[config.mk]
export PLATFORM = sky130hd
export DESIGN_NAME = clk_div_prog_flat
export DESIGN_NICKNAME = d
export VERILOG_FILES = /design/src/rtl/clk_div_pkg.sv /design/src/rtl/clk_div_prog_if.sv /design/src/rtl/clk_bypass_mux.sv /design/src/rtl/clk_div_prog.sv /design/src/flat_wrapper.sv
export SDC_FILE = /design/constraint.sdc
export NUM_CORES = 1
export LEC_CHECK = 0
export ABC_AREA = 1
export CAP_MARGIN = 20
export CORE_MARGIN = 10
export CORE_UTILIZATION = 50
export DETAILED_ROUTE_END_ITERATION = 10
export DONT_BUFFER_PORTS = 1
export RECOVER_POWER = 25
export SKIP_CTS_REPAIR_TIMING = 1
export SYNTH_ARGS = -nofsm -noshare
export SYNTH_HDL_FRONTEND = slang
export SYNTH_HIERARCHICAL = 1
export SYNTH_SLANG_ARGS = --single-unit
[constraint.sdc]
create_clock -name i_ref_clk -period 2.4 [get_ports i_ref_clk]
set_clock_uncertainty 0.15 [all_clocks]
set_input_delay 0.48 -clock i_ref_clk [delete_from_list [all_inputs] [get_ports i_ref_clk]]
set_output_delay 0.48 -clock i_ref_clk [all_outputs]
set_load 0.1 [all_outputs]
[src/rtl/clk_div_pkg.sv]
// Shared definitions for the programmable reference-clock divider.
// Holds the default ratio width, the smallest ratio that actually divides,
// and the two-state run/idle encoding carried by the active register.
package clk_div_pkg;

  localparam int RATIO_W_DEF   = 8;
  localparam int MIN_DIV_RATIO = 2;

  // DIV_RUN doubles as the o_active value, so the encoding must stay 0/1.
  typedef enum logic {
    DIV_IDLE = 1'b0,
    DIV_RUN  = 1'b1
  } div_state_e;

endpackage

[src/rtl/clk_div_prog_if.sv]
// Control/status bundle of the programmable clock divider.
// Inputs: i_clk_en, i_div_ratio, i_sync. Outputs: o_div_clk, o_div_pulse, o_active.
// master = ratio/enable source, slave = divider.
interface clk_div_prog_if #(
  parameter int RATIO_W = 8
);

  logic               i_clk_en;
  logic [RATIO_W-1:0] i_div_ratio;
  logic               i_sync;
  logic               o_div_clk;
  logic               o_div_pulse;
  logic               o_active;

  modport master (
    output i_clk_en,
    output i_div_ratio,
    output i_sync,
    input  o_div_clk,
    input  o_div_pulse,
    input  o_active
  );

  modport slave (
    input  i_clk_en,
    input  i_div_ratio,
    input  i_sync,
    output o_div_clk,
    output o_div_pulse,
    output o_active
  );

endinterface

[src/rtl/clk_bypass_mux.sv]
// Selects the divided clock or the raw reference clock.
// Ports: i_sel_div (1 = divided), i_div_clk, i_ref_clk, o_clk.
// Kept as its own cell so backend can replace it with a glitch-safe clock mux.
module clk_bypass_mux (
  input  logic i_sel_div,
  input  logic i_div_clk,
  input  logic i_ref_clk,
  output logic o_clk
);

  assign o_clk = i_sel_div ? i_div_clk : i_ref_clk;

endmodule

[src/rtl/clk_div_prog.sv]
// Programmable integer divider of i_ref_clk with period strobe and active flag.
// Ports: i_ref_clk, i_rst_n (async, active low), bus (slave: enable/ratio/sync in,
// divided clock/pulse/active out). Outputs are registered except the bypass mux.
module clk_div_prog
  import clk_div_pkg::*;
#(
  parameter int RATIO_W   = RATIO_W_DEF,
  parameter int RST_RATIO = 0
) (
  input  logic          i_ref_clk,
  input  logic          i_rst_n,
  clk_div_prog_if.slave bus
);

  div_state_e         state_q, state_d;
  logic [RATIO_W-1:0] cnt_q, cnt_d;
  logic [RATIO_W-1:0] shadow_q, shadow_d;
  logic               div_q, div_d;
  logic               pulse_q, pulse_d;

  logic               ratio_ok;
  logic [RATIO_W-1:0] half;
  logic [RATIO_W-1:0] cnt_inc;
  logic               at_boundary;

  // A request is only usable when it actually divides; smaller ratios mean bypass.
  assign ratio_ok    = bus.i_clk_en && (bus.i_div_ratio >= RATIO_W'(MIN_DIV_RATIO));
  // High time comes from the adopted ratio so mid-period requests cannot disturb it.
  assign half        = shadow_q >> 1;
  // cnt never passes shadow-1 while running, so the increment cannot wrap.
  assign cnt_inc     = cnt_q + RATIO_W'(1);
  assign at_boundary = (cnt_q == shadow_q - RATIO_W'(1));

  always_comb begin
    state_d  = state_q;
    cnt_d    = cnt_q;
    shadow_d = shadow_q;
    div_d    = div_q;
    pulse_d  = 1'b0;

    if (state_q == DIV_IDLE) begin
      if (ratio_ok) begin
        state_d  = DIV_RUN;
        shadow_d = bus.i_div_ratio;
        cnt_d    = '0;
        div_d    = 1'b1;
        pulse_d  = 1'b1;
      end
    end else begin
      if (!bus.i_clk_en) begin
        // Immediate abort, mid-period if need be; this edge is not glitch-free.
        state_d = DIV_IDLE;
        cnt_d   = '0;
        div_d   = 1'b0;
      end else if ((bus.i_sync || at_boundary) && ratio_ok) begin
        // New period: adopt the requested ratio (sync forces this early).
        shadow_d = bus.i_div_ratio;
        cnt_d    = '0;
        div_d    = 1'b1;
        pulse_d  = 1'b1;
      end else if (at_boundary) begin
        // Period finished and the request no longer divides.
        state_d = DIV_IDLE;
        cnt_d   = '0;
        div_d   = 1'b0;
      end else begin
        cnt_d = cnt_inc;
        div_d = (cnt_inc < half);
      end
    end
  end

  always_ff @(posedge i_ref_clk or negedge i_rst_n) begin
    if (!i_rst_n) begin
      state_q  <= DIV_IDLE;
      cnt_q    <= '0;
      shadow_q <= RATIO_W'(RST_RATIO);
      div_q    <= 1'b0;
      pulse_q  <= 1'b0;
    end else begin
      state_q  <= state_d;
      cnt_q    <= cnt_d;
      shadow_q <= shadow_d;
      div_q    <= div_d;
      pulse_q  <= pulse_d;
    end
  end

  assign bus.o_div_pulse = pulse_q;
  assign bus.o_active    = (state_q == DIV_RUN);

  clk_bypass_mux u_bypass_mux (
    .i_sel_div (state_q == DIV_RUN),
    .i_div_clk (div_q),
    .i_ref_clk (i_ref_clk),
    .o_clk     (bus.o_div_clk)
  );

endmodule

[src/flat_wrapper.sv]
// flat-port wrapper written by rule: the top's interface ports become plain ports
module clk_div_prog_flat import clk_div_pkg::*;
#(
  parameter int RATIO_W   = RATIO_W_DEF,
  parameter int RST_RATIO = 0
)
  (i_ref_clk, i_rst_n, bus_i_clk_en, bus_i_div_ratio, bus_i_sync, bus_o_div_clk, bus_o_div_pulse, bus_o_active);
  clk_div_prog_if #(.RATIO_W(RATIO_W)) bus_i ();
  input  logic i_ref_clk;
  input  logic i_rst_n;
  input wire logic [$bits(bus_i.i_clk_en)-1:0] bus_i_clk_en;
  input wire logic [$bits(bus_i.i_div_ratio)-1:0] bus_i_div_ratio;
  input wire logic [$bits(bus_i.i_sync)-1:0] bus_i_sync;
  output wire logic [$bits(bus_i.o_div_clk)-1:0] bus_o_div_clk;
  output wire logic [$bits(bus_i.o_div_pulse)-1:0] bus_o_div_pulse;
  output wire logic [$bits(bus_i.o_active)-1:0] bus_o_active;
  assign bus_i.i_clk_en = bus_i_clk_en;
  assign bus_i.i_div_ratio = bus_i_div_ratio;
  assign bus_i.i_sync = bus_i_sync;
  assign bus_o_div_clk = bus_i.o_div_clk;
  assign bus_o_div_pulse = bus_i.o_div_pulse;
  assign bus_o_active = bus_i.o_active;
  clk_div_prog #(.RATIO_W(RATIO_W), .RST_RATIO(RST_RATIO)) u_core (.i_ref_clk(i_ref_clk), .i_rst_n(i_rst_n), .bus(bus_i));
endmodule
==> impl_metrics.csv <==
group,metric,value,unit
place,dp_hpwl,2510,µm
floorplanning,die_h,72.7,µm
synth,synthXorXnorAreaFrac,0.0442,
synth,synth-simple-area-share,0.416,
synth,synth_compound_gate_area_share,0.0325,
route,ant_nets,0,
critical_path,crit_type,"clk2out",
power,powerDensity,624,nW/µm²
synth,avgSynthCellArea,6.67,µm²
layout,final_common_cell,"nand2_1",
synth,ys_types,22,
layout,layout_common_cells,"80 x nand2_1, 30 x inv_1, 23 x nand3_1, 19 x dfrtp_1, 15 x nor2_1",
power,switchingPower,0.000377,W
timing,slew_viol_final,0,
power,vdd_drop_max,0.676,mV
synth,synth_mux_area_frac,0,
timing,tightestPinTransition,0.919,ns
layout,final_nets,239,
floorplanning,rows,19,
route,drtIter0Drc,76,
synth,synth_top_family_by_area,"simple AND/OR/NAND/NOR gates",
place,portBuffers,0,
synth,yosys.area_share.adder,0.0722,
clock_network,clkTransAtPathRegs,0.11,ns
floorplanning,dieArea,5280,µm²
critical_path,crit_path_end_kind,"primary output",
floorplanning,die_w,72.7,µm
clock_network,cts_tree,"done",
layout,fillCellCount,279,
grt,grt_pass1_vias,1228,
grt,grt_pass1_wl,5620,µm
power,pwr-share-seq,0.410,
place,dp_cells,241,
critical_path,startpoint_type,"clock port",
grt,grt_overflow,0,
synth,ys_ff_latch,19,
layout,diodes,0,
critical_path,critPathArrivalTime,1.71,ns
job,maxCapViolCount,0,
synth,syn_nets,228,
synth,yosysSeqAreaShare,0.343,
synth,synthCells,208,
timing,finalSetupViolCount,0,
timing,hold_viol,0,
route,drt-pass1-iter-count,4,
min_path,hp-class,"in2reg",
power,swShare,0.398,
floorplanning,core_area,2710,µm²
layout,fin_area,1520,µm²
grt,grt_max_degree,20,
route,vias_per_cell,5.16,
place,gp_congestion,0.823,
synth,netlist_area,1390,µm²
power,leakagePower,0.870,nW
power,p_int,0.000569,W
timing,fin_setup_tns,0,ns
power,finalPower,0.000946,W
timing,slew_headroom,0.386,
run_status,status,"completed",
layout,fin_cells,249,
route,detail_route.wl_per_cell,13.2,µm
route,finalWirelength,3300,µm
power,clkPwrFrac,0.306,
clock_network,clk_latency,0.40,ns
power,pwr-share-comb,0.284,
floorplanning,boundaryPins,15,
floorplanning,initial_utilization,0.512,
place,placed_cell_area,1440,µm²
grt,antenna_found_initial,0,
timing,rsz0062_at_grt,"no",
timing,postLayoutSetupSlackWorst,0.0561,ns
route,dr_total_vias,1285,
route,drc_errors,0,
place,post-place-ws,0.129,ns
layout,syn2layout_area_growth,9.30,%
synth,synth_warnings,6,
critical_path,r2r_slack,0.21,ns
layout,layout-drive-gt1-share,0.0963,
grt,track_usage,0.135,
critical_path,crit_fanout,2,
critical_path,required,1.77,ns
-- final timing paths --
path | startpoint | end | depth (start not counted)
max | i_ref_clk | bus_o_div_clk | 4
min | bus_i_div_ratio[4] | u_core/shadow_q[4] | 2
max reg2reg | u_core/cnt_q[1] | u_core/div_q | 12
min reg2reg | u_core/cnt_q[5] | u_core/cnt_q[5] | 2
max in group asynchronous | i_rst_n | u_core/cnt_q[0] | 1
min in group asynchronous | i_rst_n | u_core/cnt_q[4] | 1
-- critical path, stage by stage --
cell and delay, ns:
clkbuf_4 0.11, clkbuf_4 0.11, nand2_1 0.09, nand2_4 0.20
-- per-stage QoR --
stage	hold WS, ns	util
global placement	0.0350	0.531
floorplan	0.0344	-
CTS	-0.412	0.549
finish	0.0244	0.559
detailed placement	0.0350	0.531
global route	0.0112	0.559
-- per-layer routing --
metal | GRT usage | vias up | wire, µm
li1 | - | 662 | -
met1 | 0.176 | 590 | 1590
met2 | 0.194 | 28 | 1470
met3 | 0.0422 | 5 | 187
met4 | 0.0738 | 0 | 48
met5 | 0 | - | 0
-- cell usage after synthesis (all sizes together) --
master,count,area share
nor2,17,0.048
dfrtp,19,0.34
xnor2,2,0.013
nand2,86,0.25
inv,31,0.084
nor3,2,0.0072
ha,8,0.072
o21ai,2,0.0072
nand3,24,0.090
o21a,1,0.0054
a21oi,4,0.014
nor4,1,0.0045
xor2,5,0.032
or2,1,0.0045
o211ai,1,0.0054
nand3b,3,0.016
buf,1,0.0081
-- sequential cells by signal (all words and copies together), names as in the netlist --
| register | cells |
|---|---|
| u_core/cnt_q | 8 |
| u_core/shadow_q | 8 |
| u_core/bus.o_active | 1 |
| u_core/div_q | 1 |
| u_core/bus.o_div_pulse | 1 |
-- cell type report --
cell class              count  area, µm²  share of cell area
repair buffers              4       32.5              0.0215
flip-flops and latches     19        475               0.314
multi-input cells         157        803               0.530
well taps                  31       38.8              0.0256
inverters                  31        116              0.0768
clock buffers               7       48.8              0.0322
-- cell families after synthesis --
logic type      Yosys count
buf+inv                  32
fa+ha+maj                 8
compound gates            8
flops                    19
xor+xnor                  7
simple gates            134
-- power by group through the flow --
stage	clock network [W]	logic (W)	registers, W
2_1_floorplan	0.0000551	0.000191	0.000404
3_3_place_gp	0.0000552	0.000257	0.000393
3_5_place_dp	0.0000552	0.000258	0.000393
4_1_cts	0.000299	0.000260	0.000387
5_1_grt	0.000323	0.000311	0.000392
6_report	0.000290	0.000268	0.000388
No activity file was read; power rests on OpenSTA's default activity.
==> variant 1: new RTL, same settings <==
Make the reset (`i_rst_n`) synchronous in one clocked block. Comments in the files are not updated.
--- a/src/rtl/clk_div_prog.sv
+++ b/src/rtl/clk_div_prog.sv
@@ -72,3 +72,3 @@
 
-  always_ff @(posedge i_ref_clk or negedge i_rst_n) begin
+  always_ff @(posedge i_ref_clk) begin
     if (!i_rst_n) begin
Check against the original RTL: differs if i_rst_n is asserted again (counterexample within 4 cycles, from zero or initial values and one cycle with i_rst_n low); with i_rst_n held inactive, the same outputs for 10 cycles.
==> variant 1 against the unedited design <==
  * Area after synthesis rose by 6.0%
  * Count of clock-buffer cells in the layout did not move
  * Synthesized cell count rose by 13%
  * Wire length rose by 15%
  * Cell count rose by 11%
  * Critical path depth did not move
  * Power fell by 0.97%
  * Worst setup slack got worse by 0.023 ns
  * Sequential cell count did not move
  * Final area rose by 6.1%
  * Clock power rose by 22%
  * Largest cell class unchanged
==> variant 1: results (changes against the unedited design) <==
| Metric | Value |
|---|---|
| Largest net degree at the start of global routing | 18 (-10%) |
| Fin nets | 266 (+11%) |
| Leak | 0.794 nW (-8.7%) |
| Register area share after synthesis | 0.259 (-0.0842) |
| Worst r2r src | u_core/cnt_q[3]$_SDFFE_PN0P_ |
| Met2 Track Usage GR | 0.218 (+0.0242) |
| Vias in the first global route | 1387 (+13%) |
| Post-synthesis adder-cell area fraction | 0.0681 (-0.00412) |
| Cell Count, Final, Fillers Out | 276 (+11%) |
| Crit path arrival time | 1.74 ns (+0.03 ns) |
| Worst Hold Slack | 0.0292 ns (+0.00474 ns) |
| Share of cells above drive strength 1 | 0.151 (+0.0547) |
| Final Worst Setup Slack | 0.0330 ns (-0.0231 ns) |
| Met2 Wirelength | 1690 um (+15%) |
| Syn nets | 256 (+12%) |
| Post-synthesis compound-gate area fraction | 0.0902 (+0.0577) |
| Pre-CTS setup slack | 0.0745 ns (-0.0548 ns) |
| Status | finished, final reports clean |
| Synthesized area per cell | 6.23 um^2 (-6.5%) |
| Synth cell types | 28 (+27%) |
| GRT met1 Usage | 0.169 (-0.00718) |
| Initial DRC count | 83 (+9.2%) |
| Worst R2R End | u_core/div_q$_SDFFE_PN0P_ |
| Met1 wire length | 1740 um (+9.8%) |
| Global-route wire length before repair | 6100 um (+8.6%) |
| Area contributors post-synth | dfxtp_1 26%, nand2_1 18%, nand3_1 9.2% |
| Routability cong. | 0.918 (+11%) |
| R2r setup slk | 0.19 ns (-0.02 ns) |
| Placed cell area | 0.00153 mm^2 (+6.3%) |
| Worst r2r path cells | 11 (-1) |
[variant 1: cell count changes after synthesis, moves of 4 or more]
cell / before / now
a21oi_1: 4 / 14
dfrtp_1: 19 / 0
dfxtp_1: 0 / 19
inv_1: 30 / 24
nand2_1: 81 / 69
nand3_1: 23 / 27
nor2_1: 16 / 31
o21ai_0: 2 / 6
[variant 1: kinds of logic (layout without fill, tap and decap cells)]
kind of cell               Yosys count  count (layout)
adders and majority gates            8               8
AOI/OAI and AO/OA                   24              24
xor gates and xnor gates            11              11
buffers and inverters               32              41
DFF                                 19              19
and+or+nand+nor                    142             142
[variant 1: power by group]
part	switching [mW]	internal [mW]	total [mW]
logic	0.152	0.0781	0.230
registers	0.0202	0.332	0.352
clock network	0.225	0.130	0.355
[variant 1: area by class of cell]
cell class	instances	area, um^2	share of cell area
sequential	19	389	0.242
tap	31	38.8	0.0241
clock buffer	7	48.8	0.0304
inverter	28	105	0.0654
timing repair buffer	6	40.0	0.0249
multi-input combinational	185	986	0.613
[variant 1: worst min path at each step]
stage,end,cells after the start,start
5_1_grt,u_core/shadow_q[5]$_SDFFE_PN0P_,2,i_rst_n
2_1_floorplan,u_core/cnt_q[4]$_SDFFE_PN0P_,2,u_core/cnt_q[4]$_SDFFE_PN0P_
3_5_place_dp,u_core/cnt_q[7]$_SDFFE_PN0P_,2,u_core/cnt_q[7]$_SDFFE_PN0P_
6_report,u_core/shadow_q[7]$_SDFFE_PN0P_,2,i_rst_n
4_1_cts,u_core/shadow_q[7]$_SDFFE_PN0P_,2,i_rst_n
3_3_place_gp,u_core/cnt_q[7]$_SDFFE_PN0P_,2,u_core/cnt_q[7]$_SDFFE_PN0P_
==> variant 2: new RTL, same flow settings <==
Made on the original files. `RATIO_W_DEF`: 8 -> 10.
--- a/src/rtl/clk_div_pkg.sv
+++ b/src/rtl/clk_div_pkg.sv
@@ -5,3 +5,3 @@
 
-  localparam int RATIO_W_DEF   = 8;
+  localparam int RATIO_W_DEF   = 10;
   localparam int MIN_DIV_RATIO = 2;
Ports: changed (resized bus_i_div_ratio); port bits go from 15 to 17. The function was not compared with the original's and may differ.
==> variant 2 against the unedited design <==
  * Final area is 45% higher
  * Sequential share of layout area fell by 5.2 points
  * Area after synthesis increased by 31%
  * Combinational power up 28%
  * Non-clock buffer count is 27 higher
  * Sequential cell count grew 4
  * Utilization increased by 8.5 points
  * Sequential power up 18%
  * Power rose by 18%
  * Wire length is 27% higher
  * Clock power increased by 9.0%
  * Worst setup slack worse by 0.0054 ns
  * Critical path depth did not move
  * Highest routed layer unchanged
==> variant 2: results (changes against the unedited design) <==
| Metric | Value |
|---|---|
| Internal power | 679 uW (+19%) |
| VDD IR max | 0.000328 V (-52%) |
| Routability cong. | 0.788 (-4.3%) |
| Synth Area in XOR/XNOR | 0.0579 (+0.0137) |
| Post-synthesis adder-cell area fraction | 0.0689 (-0.00328) |
| GRT Total Usage | 0.136 (+0.000366) |
| Initial DRC count | 83 (+9.2%) |
| Routed Wire Length | 4180 um (+27%) |
| Skew-Pair Late Insertion Delay | 0.43 ns (+0.03 ns) |
| Area contributors post-synth | dfrtp_1 32%, nand2_1 17%, ha_1 6.9% |
| DP HPWL | 3070 um (+22%) |
| Top cells by count, synth | 80 x nand2_1, 33 x inv_1, 23 x dfrtp_1, 23 x nand3_1, 21 x nor2_1 |
| Post-synthesis compound-gate area fraction | 0.0331 (+0.000590) |
| Share of cells above drive strength 1 | 0.211 (+0.115) |
| Worst-margin pin slew | 1.31 ns (+0.392 ns) |
| Post-synthesis mux area share | 0 (unchanged) |
| Reg clk slew, reported paths | 0.13 ns (+0.02 ns) |
| Port Buffer Count | 0 (unchanged) |
| Status | finished, final reports clean |
| Crit path arrival time | ~1.7 ns |
| Syn nets | 286 (+25%) |
| Hold Startpoint | bus_i_clk_en |
| Register area share after synthesis | 0.317 (-0.0259) |
| Leak | 1.15 nW (+32%) |
| Via density | 4.86 (-5.9%) |
| Vias in the first global route | 1574 (+28%) |
| Placed cell count | 315 (+31%) |
| Synth cell types | 27 (+23%) |
| Vias after detailed routing | 1651 (+28%) |
| Largest net degree at the start of global routing | 24 (+20%) |
## variant 2: cell types whose count changed after synthesis, sizes merged, moves of 2 or more
cell,delta
buf,+5
dfrtp,+4
ha,+2
inv,+6
nand2,+10
nand4,+5
nor2,+11
o21ai,+6
xnor2,+2
xor2,+3
## variant 2: routing by layer
metal | part of all wire | up-vias | global-route usage
met5 | 0 | - | 0
met4 | 0.0024 | 0 | 0.0493
met3 | 0.064 | 2 | 0.0301
met2 | 0.45 | 33 | 0.213
met1 | 0.48 | 741 | 0.177
li1 | - | 875 | -
## variant 2: cell type report
cell class | count | area [um^2]
Clock buffer | 6 | 45.0
Clock inverter | 1 | 5.00
Fill cell | 324 | 1220
Inverter | 37 | 139
Multi-Input combinational cell | 196 | 1110
Sequential cell | 23 | 576
Tap cell | 46 | 57.6
Timing Repair Buffer | 31 | 269
## variant 2: worst max-delay path, stage by stage
cell and delay, ns:
clkbuf_4 0.11, clkbuf_4 0.12, nand2_1 0.09, nand2_4 0.20
## variant 2: cells by family after synthesis
kind of cell             count (synthesis)
AND/OR/NAND/NOR                        161
buffers and inverters                   44
flip-flops                              23
AO/OA/AOI/OAI                           12
XOR/XNOR                                12
adder cells (fa/ha/maj)                 10
## variant 2: metrics by stage
step | setup WS [ns] | util | power (mW)
2_1_floorplan | 0.0697 | - | 0.755
3_3_place_gp | 0.0483 | 0.565 | 0.807
6_report | 0.0507 | 0.644 | 1.12
5_1_grt | -0.0721 | 0.644 | 1.19
3_5_place_dp | -0.00588 | 0.565 | 0.811
4_1_cts | -0.0528 | 0.579 | 1.08
## variant 2: power groups by stage
stage | combinational [mW] | clock (mW) | sequential (mW)
after floorplan | 0.228 | 0.0508 | 0.476
after global placement | 0.293 | 0.0508 | 0.463
after detailed placement | 0.295 | 0.0508 | 0.465
after CTS | 0.297 | 0.322 | 0.457
after global routing | 0.393 | 0.339 | 0.462
final | 0.344 | 0.316 | 0.456
## variant 2: worst paths after layout
kind                                                  endpoint  slack [ns]  depth (start not counted)
worst max-delay path                             bus_o_div_clk        0.05                          4
worst min-delay path             u_core/bus.o_active$_DFF_PN0_        0.06                          2
worst max register to register        u_core/div_q$_DFFE_PN0P_        0.11                         13
worst min register to register  u_core/shadow_q[1]$_DFFE_PN0P_        0.41                          2
max in group asynchronous        u_core/bus.o_active$_DFF_PN0_        0.62                          2
min in group asynchronous          u_core/cnt_q[4]$_DFFE_PN0P_        0.71                          2
